==> src/rtl/bcd_scan_decoder.sv <==
// Time-multiplexed BCD-to-decimal display decoder with registered one-hot outputs.
// Optional leading-zero blanking is enabled by defining BCD_SCAN_BLANK_EN.
module bcd_scan_decoder #(
    parameter int unsigned DIGITS   = 4,
    parameter int unsigned SCAN_DIV = 1000
) (
    input  logic                  clk,
    input  logic                  rst,
    input  logic                  en,
    input  logic                  load,
    input  logic [4*DIGITS-1:0]   bcd,
    output logic [DIGITS-1:0]     sel,
    output logic [9:0]            dec,
    output logic                  err,
    output logic                  frame
);

    localparam int unsigned PW = (SCAN_DIV > 1) ? $clog2(SCAN_DIV) : 1;
    localparam int unsigned IW = (DIGITS > 1) ? $clog2(DIGITS) : 1;
    localparam logic [PW-1:0] PMAX = PW'(SCAN_DIV - 1);
    localparam logic [IW-1:0] IMAX = IW'(DIGITS - 1);

    logic [4*DIGITS-1:0] shadow_q;
    logic [PW-1:0]       pcnt_q, pcnt_d;
    logic [IW-1:0]       idx_q, idx_d;
    logic                wrap_q, wrap_d;
    logic                tick;
    logic [3:0]          digit;
    logic                blank;
    logic [DIGITS-1:0]   sel_d;
    logic [9:0]          dec_d;
    logic                err_d;

    assign tick = en && (pcnt_q == PMAX);

    always_comb begin
        pcnt_d = pcnt_q;
        idx_d  = idx_q;
        wrap_d = 1'b0;
        if (en) begin
            pcnt_d = tick ? '0 : pcnt_q + 1'b1;
        end
        if (tick) begin
            if (idx_q == IMAX) begin
                idx_d  = '0;
                wrap_d = 1'b1;
            end else begin
                idx_d = idx_q + 1'b1;
            end
        end
    end

`ifdef BCD_SCAN_BLANK_EN
    // lead_zero[i]: digit i and every digit above it are zero.
    logic [DIGITS-1:0] lead_zero;
    logic              zrun;

    always_comb begin
        lead_zero = '0;
        zrun      = 1'b1;
        for (int i = int'(DIGITS) - 1; i >= 0; i--) begin
            zrun         = zrun && (shadow_q[4*i +: 4] == 4'd0);
            lead_zero[i] = zrun;
        end
    end
`endif

    always_comb begin
        digit = '0;
        blank = 1'b0;
        sel_d = '0;
        for (int i = 0; i < int'(DIGITS); i++) begin
            if (idx_q == IW'(i)) begin
                digit    = shadow_q[4*i +: 4];
                sel_d[i] = en;
`ifdef BCD_SCAN_BLANK_EN
                blank    = lead_zero[i] && (i != 0);
`endif
            end
        end
        err_d = en && (digit > 4'd9);
        dec_d = (en && (digit <= 4'd9) && !blank) ? (10'd1 << digit) : '0;
    end

    always_ff @(posedge clk or posedge rst) begin
        if (rst) begin
            shadow_q <= '0;
            pcnt_q   <= '0;
            idx_q    <= '0;
            wrap_q   <= 1'b0;
            sel      <= '0;
            dec      <= '0;
            err      <= 1'b0;
            frame    <= 1'b0;
        end else begin
            if (load) begin
                shadow_q <= bcd;
            end
            pcnt_q <= pcnt_d;
            idx_q  <= idx_d;
            wrap_q <= wrap_d;
            sel    <= sel_d;
            dec    <= dec_d;
            err    <= err_d;
            // Delayed by one so the pulse lines up with digit 0 reaching the outputs.
            frame  <= en && wrap_q;
        end
    end

endmodule

==> config.mk <==
export PLATFORM = sky130hd
export DESIGN_NAME = bcd_scan_decoder
export DESIGN_NICKNAME = d
export VERILOG_FILES = /design/src/rtl/bcd_scan_decoder.sv
export SDC_FILE = /design/constraint.sdc
export NUM_CORES = 1
export LEC_CHECK = 0
export BUFFER_PORTS_ARGS = -buffer_cell sky130_fd_sc_hd__buf_2
export CORE_MARGIN = 3
export CORE_UTILIZATION = 50
export DETAILED_ROUTE_END_ITERATION = 10
export PLACE_DENSITY = 0.69
export SYNTH_ARGS = -nofsm -noshare
export SYNTH_HDL_FRONTEND = slang
export SYNTH_SLANG_ARGS = --single-unit
==> constraint.sdc <==
create_clock -name clk -period 3.1 [get_ports clk]
set_clock_uncertainty 0.2 [all_clocks]
set_input_delay 0.31 -clock clk [delete_from_list [all_inputs] [get_ports clk]]
set_output_delay 0.31 -clock clk [all_outputs]
set_load 0.1 [all_outputs]
## Yosys cells after proc, flatten, opt, wreduce, memory -nomap -nowiden

Cells that the tools add are included.
W data, S select, Z words.

| word-level totals | value |
|---|---|
| flip-flop bits (word level) | 45 |
| input port bits | 20 |
| output and inout bits | 16 |
| word-level logic and storage cells | 35 |

| cells by class | value |
|---|---|
| $add $sub $neg | 2 |
| magnitude comparators | 2 |
| equality and inequality tests | 4 |
| shift operators | 1 |
| multiplexer cells | 13 |
| reduce and logical (&&, ||, !) cells | 5 |

Operators by type and width:

| kind | count |
|---|---|
| $mux W10 | 2 |
| $mux W4 | 4 |
| $add A10 B1 Y10 const B | 1 |
| $eq A10 B10 Y1 const B | 1 |
| $shl A1 B4 Y10 const A | 1 |
| $mux W1 | 6 |
| $eq A2 B2 Y1 const B | 2 |
| $gt A4 B4 Y1 const B | 1 |
| $le A4 B4 Y1 const B | 1 |
| $logic_and A1 B1 Y1 | 4 |
| $add A2 B1 Y2 const B | 1 |
| $eq A2 B1 Y1 const B | 1 |
| $logic_not A2 Y1 | 1 |
| $mux W2 | 1 |

## Depth between registers and ports, before layout

Gate-level depths: netlist of the first run.

| depth | value |
|---|---|
| word-level depth | 8 |
| depth in mapped cells | 7 |
| gate-level depth less buffers | 6 |

## Worst setup path after synthesis of the first run

Ideal clock, no wire load.

| timing | value |
|---|---|
| kind | reg-to-reg |
| start | register idx_q[0] |
| end | register dec[8] |
| library setup time | 0.072 ns |
| data arrival time | 1.794 ns |
| data required time | 2.828 ns |
| slack | 1.034 ns |
| cell stages (with the launch flop) | 8 |
| path buffers | 1 |
| period minus slack after synthesis | 2.066 ns |
| cell sequence | dfrtp_1 -> inv_1 -> ha_1 -> buf_2 -> nor3b_1 -> a221o_1 -> or4b_1 -> nor2_1 |

| on the way | value |
|---|---|
| longest elaborated chain between the ends | 8 |
| elaborated cells on any way between the ends | 12 |
| those cells by class | order compare (1); eq/ne (3); shift (1); mux (5); reduce/logical (2) |

Ends and longest elaborated chain:

| what | line | RTL |
|---|---|---|
| start: declaration | 25 | `logic [IW-1:0] idx_q, idx_d;` |
| start signal: assignment | 100 | `idx_q <= idx_d;` |
| $logic_not A2 Y1 | 73 | `if (idx_q == IW'(i)) begin` |
| $mux W4 (3 in a row) | 73 |  |
| $mux W4 * | 73 |  |
| $le A4 B4 Y1 | 82 | `dec_d = (en && (digit <= 4'd9) && !blank) ? (10'd1 << digit) : '0;` |
| $logic_and A1 B1 Y1 | 82 |  |
| $mux W10 * | 82 |  |
| named net dec_d[8] | 31 | `logic [9:0] dec_d;` |
| end signal: assignment | 92 | `dec <= '0;` |
| end signal: assignment | 103 | `dec <= dec_d;` |
| end: declaration | 13 | `output logic [9:0] dec,` |

The timed path passes the listed nets; every way through them passes the cells marked *.
A chain may end at the register's enable or synchronous reset.

## Worst setup path in the final report of the first run

Same ends and word-level chain as after synthesis.

==> flow_summary.ini, run 1 <==
[die]
die_area_sq_um = 4610
die_y_um = 67.9
num_rows = 21
pin_count = 36
initial_core_util_pct = 54.4
design.core.area_sq_um = 3520
die_w_um = 67.9

[critical_path]
rrSetupSlack_ps = 810
worstSetupStartpointType = flip-flop
reg2regPathDepth = 5
reg2reg_from = idx_q[0]
r2r-end = dec[8]
critPathArrivalTime_ps = 2300
end_kind = flip-flop
crit_path_max_fanout = 15
worstSetupPathType = reg -> reg
cp_data_required_time_ps = 3120

[min_path]
hold_end = shadow_q[8]
holdCritStartpoint = bcd[8]
holdPathStages = 3
min_path_type = in -> reg

[power_and_ir_drop]
p_clk_share_pct = 27.5
vdd_drop_max_mv = 0.304
power_frac_seq_pct = 56.0
power_density_nw_per_um2 = 570
leakage_uw = 0.00106
report.power.total_uw = 1270
sw_frac_of_total_pct = 28.3
pwr-share-comb_pct = 16.4
switchingPower_uw = 361
p_int_uw = 912

[synthesis]
synth.area.top_cells = dfrtp_1 59%, mux2_2 7.6%, ha_1 3.3%
seq_area_frac_synth_pct = 58.8
syn_avg_cell_area_sq_um = 11.7
synth_top_area_share_pct = 58.8
synthCells = 164
syn-cell-area_sq_um = 1910
ys_warn_count = 0
ys_ff_latch = 45
synth_top_area_cell = dfrtp_1
syn_nets = 189
synth_cell_types = 30

[global_route]
overflow = 0
grt_start_max_net_pins = 25
grt_pass1_vias = 1323
grtUsageTotal_pct = 17.9
grt_pass1_wl_um = 6020
antenna_found_initial = 0

[finish]
stdcell_area_sq_um = 2230
fin_util_pct = 63.4
syn2layout_area_growth_pct = 16.7
drive_gt1_share_pct = 28.6
fin_nets = 228
fillers = 300
diodes = 0

[routing]
vias_per_cell = 5.41
wl_met1_um = 1590
wl_um = 3540
wl_met2_um = 1640
initialDrtViolationCount = 119
first_pass_iters = 4
vias = 1348
wl_per_cell_um = 14.2
drc = 0
antenna_left = 0
route.met3.wl_um = 214
routed.top_layer = met4

[clocking]
clk_latency_ps = 290
postCtsSetupBuffers = 0
htree_levels = 2
clkTransAtPathRegs_ps = 80
cts_buffers = 5
cts_sinks = 45
clk_path_buf_depth = 2
clockRootBuffer = clkbuf_8
tritoncts = yes

[timing]
relSlewSlack_pct = 45.6
fmax_mhz = 437
tightest_slew_ps = 815
setup_viol = 0
slew_violations = 0
setup_tns_ps = 0
post-route-period-util_pct = 73.8
hold_viol = 0
layout_min_cycle_time_ps = 2290
rsz0062_at_grt = no

[place]
gp_congestion = 0.783
hpwlAfterDp_um = 2750
io_buffers = 35
place_area_sq_um = 2140

[outcome]
outcome = finished, final reports clean

[job]
cap_violations = 0
sequential cells by signal, indices dropped and copies added, names as in the netlist:
name / flops
frame: 1
shadow_q: 16
dec: 10
wrap_q: 1
idx_q: 2
pcnt_q: 10
err: 1
sel: 4
worst max-delay path by stage:
| stage | startpoint | endpoint | slack (ps) | cells after the start |
|---|---|---|---|---|
| after floorplan | idx_q[0] | dec[8] | 1030 | 7 |
| after global placement | idx_q[0] | dec[9] | 940 | 5 |
| after detailed placement | idx_q[0] | dec[8] | 870 | 5 |
| after CTS | idx_q[0] | dec[8] | 820 | 5 |
| after global routing | idx_q[0] | dec[8] | 660 | 5 |
| final | idx_q[0] | dec[8] | 810 | 5 |
worst max-delay path, stage by stage, from the launching register on:
cell,delay [ps]
dfrtp_1,400
ha_1,480
a211oi_1,100
a221o_1,390
or4b_1,530
nor2_1,110
what timing repair did:
item | CTS | global route
setup endpoints to repair | 0 | 0
hold buffers | 1 | 0
resized for setup | 0 | 0
hold endpoints to repair | 21 | 0
cells in the final DEF (no fill, tap or decap), types with 5 or more instances in the layout:
cell type	count
o21ai_0	9
ha_1	5
nor3_1	7
inv_1	9
nor2_1	8
dfrtp_1	45
nand2_1	12
buf_2	35
and2_1	5
clkbuf_8	6
nor3b_1	7
mux2_2	13
power by group through the flow:
stage	Clock [uW]	Combinational (uW)	Sequential (uW)
after floorplan	0	126	746
after global placement	0	199	718
after detailed placement	0	211	724
after CTS	358	211	714
after global routing	387	233	722
final	351	209	713
synth_stat cells:
library cell	instances
inv_1	9
and2_1	5
dfrtp_1	45
or4b_1	1
and2_2	1
a21oi_1	4
o21ai_0	9
nor3_1	7
o2111ai_1	1
a22oi_1	1
nor2_1	8
xor2_1	1
nand3b_1	3
nand3_1	3
ha_1	5
a22o_1	2
a221oi_2	1
nand2_1	12
nand4_1	3
a211oi_1	3
mux2_2	13
nand2b_1	2
xnor2_1	4
buf_2	2
clkbuf_1	4
o2bb2ai_1	1
or3_1	2
nor3b_1	7
nor4_1	3
a221o_1	2
logic make-up (layout without fill, tap and decap cells):
kind of cell | count (synthesis) | in the layout | share of synthesized area (%)
and+or+nand+nor | 57 | 57 | 16.3
DFF | 45 | 45 | 58.8
AOI/OAI and AO/OA | 24 | 24 | 8.63
buffers and inverters | 15 | 54 | 3.07
muxes | 13 | 13 | 7.65
adders and majority gates | 5 | 5 | 3.27
xor gates and xnor gates | 5 | 5 | 2.29
area by class of cell:
| cell class | count | area, sq um | share of cell area (%) |
|---|---|---|---|
| Clock buffer | 7 | 86.3 | 3.87 |
| Tap cell | 46 | 57.6 | 2.58 |
| Timing Repair Buffer | 38 | 200 | 8.96 |
| Sequential cell | 45 | 1130 | 50.4 |
| Multi-Input combinational cell | 104 | 729 | 32.7 |
| Inverter | 9 | 33.8 | 1.51 |
per-stage QoR:
step | cells | hold WS (ps) | worst slack [ps]
after global placement | 241 | 246 | 942
after CTS | 249 | 28.4 | 821
after detailed placement | 241 | 266 | 865
after global routing | 249 | 34.5 | 665
final | 249 | 32.5 | 814
after floorplan | 164 | 231 | 1030
layer usage:
layer | track usage, % | vias to the layer above
li1 | - | 645
met5 | 0 | -
met3 | 4.60 | 11
met1 | 22.6 | 644
met2 | 28.4 | 48
met4 | 9.68 | 0
Note: power is estimated with default switching activity, not from simulation.
==> run 2: changes to the inputs <==
Clock period 3.1 ns to 2.2 ns, I/O delays scaled along.
==> flow_summary.ini, run 2 (same netlist as run 1, synthesis figures left out) <==
[power_and_ir_drop]
power_density_nw_per_um2 = 813
vdd_drop_max_mv = 0.450
power_frac_seq_pct = 48.8
leakage_uw = 0.00116
switchingPower_uw = 553
p_int_uw = 1510
p_clk_share_pct = 35.4
sw_frac_of_total_pct = 26.8
pwr-share-comb_pct = 15.7

[timing]
relSlewSlack_pct = 63.6
layout_setup_ws_ps = 109
tightest_slew_ps = 546
setup_viol = 0
fmax_mhz = 478
rsz0062_at_grt = no
layout_min_cycle_time_ps = 2090
post-route-period-util_pct = 95.1
hold_viol = 0
setup_tns_ps = 0
slew_violations = 0

[finish]
layout_commonest_cell = dfrtp_1
fin_nets = 248
drive_gt1_share_pct = 33.0
largest_reg_flops = 16
final_cell_mix = 43 x dfrtp_1, 35 x buf_2, 17 x dlygate4sd3_1
diodes = 0
fin_util_pct = 72.1
syn2layout_area_growth_pct = 32.5
reg_top3 = shadow_q (16), dec (10), pcnt_q (10)
fin_cells = 270
stdcell_area_sq_um = 2540
max_flop_register = shadow_q
fillers = 257

[critical_path]
max_stage_delay_ps = 530
end_kind = flip-flop
worstSetupStartpointType = flip-flop
cp_data_required_time_ps = 2230
critPathArrivalTime_ps = 2120
worstSetupPathType = reg -> reg
path_cells = inv_2 > ha_4 > nand3b_1 > a221o_1 > or4b_1 > nor2_1
crit_path_max_fanout = 9
crit_slowest_cell = or4b_1

[routing]
initialDrtViolationCount = 146
first_pass_iters = 4
wl_um = 3710
wl_per_cell_um = 13.7
vias_per_cell = 5.34
vias = 1442
drc = 0
antenna_left = 0

[place]
pre_cts_ws_ps = 24.3
gp_congestion = 0.776
dp_cells = 245
io_buffers = 35
hpwlAfterDp_um = 2670
place_area_sq_um = 2170

[global_route]
grt_pass1_vias = 1416
grt_start_max_net_pins = 46
grt_pass1_wl_um = 6380
antenna_found_initial = 0
overflow = 0
grtUsageTotal_pct = 18.7

[clocking]
cts_sinks = 45
cts_buffers = 5
clk_latency_ps = 300
htree_levels = 2
clk_path_buf_depth = 2
tritoncts = yes
postCtsSetupBuffers = 0
clockRootBuffer = clkbuf_8
clkTransAtPathRegs_ps = 80

[die]
initial_core_util_pct = 54.4
pin_count = 36
design.core.area_sq_um = 3520
die_y_um = 67.9
die_w_um = 67.9
die_area_sq_um = 4610
num_rows = 21

[min_path]
min_path_type = in -> reg

[job]
cap_violations = 0

[outcome]
outcome = finished, final reports clean
==> run 2: power by group through the flow <==
stage	Combinational, uW	Clock (uW)	Sequential, uW
detailed placement	302	0	1020
finish	325	731	1010
global route	362	775	1020
global placement	285	0	1010
floorplan	177	0	1050
CTS	326	741	1000
==> run 2: worst max-delay path, delay by kind of cell (launching register included) <==
kind                       cells  cell delay [ps]
adders and majority gates      1              190
DFF                            1              430
AOI/OAI and AO/OA              1              310
and+or+nand+nor                3              820
buffers and inverters          1               80
==> run 2: metal layers <==
layer / wire (um) / global-route usage (%) / part of all wire (%) / vias to the layer above
met5: 0 / 0 / 0 / -
met4: 53 / 6.95 / 1.4 / 0
met3: 206 / 5.42 / 5.6 / 6
met2: 1760 / 30.6 / 48 / 39
met1: 1680 / 23.5 / 45 / 704
li1: - / - / - / 693
==> run 2: final timing paths <==
check / start / to / slack (ps) / cells after the start
hold reg to reg: wrap_q / frame / 270 / 1
max in group asynchronous: rst / idx_q[1] / 1000 / 4
hold / removal: en / pcnt_q[1] / 90 / 3
setup reg to reg: idx_q[1] / dec[8] / 110 / 6
min in group asynchronous: rst / pcnt_q[4] / 400 / 4
setup / recovery: idx_q[1] / dec[8] / 110 / 6
==> run 2: what timing repair did <==
item                                    4_1_cts  5_1_grt
endpoints found under the setup margin        1        8
hold buffers                                 17        0
resized for setup                             1       14
endpoints found under the hold margin        61        0
==> run 2: stage by stage <==
| step | power [uW] | hold WS [ps] |
|---|---|---|
| after global routing | 2160 | 91.8 |
| after global placement | 1300 | 178 |
| after detailed placement | 1320 | 194 |
| after floorplan | 1230 | 141 |
| after CTS | 2070 | 73.3 |
| final | 2060 | 86.0 |
==> run 2: layout make-up <==
class,count,area (sq um),area share [%]
clock inverters,3,65.1,2.56
flip-flops and latches,45,1130,44.5
inverters,9,36.3,1.43
repair buffers,58,390,15.4
well taps,46,57.6,2.27
clock buffers,5,68.8,2.71
multi-input cells,104,791,31.2
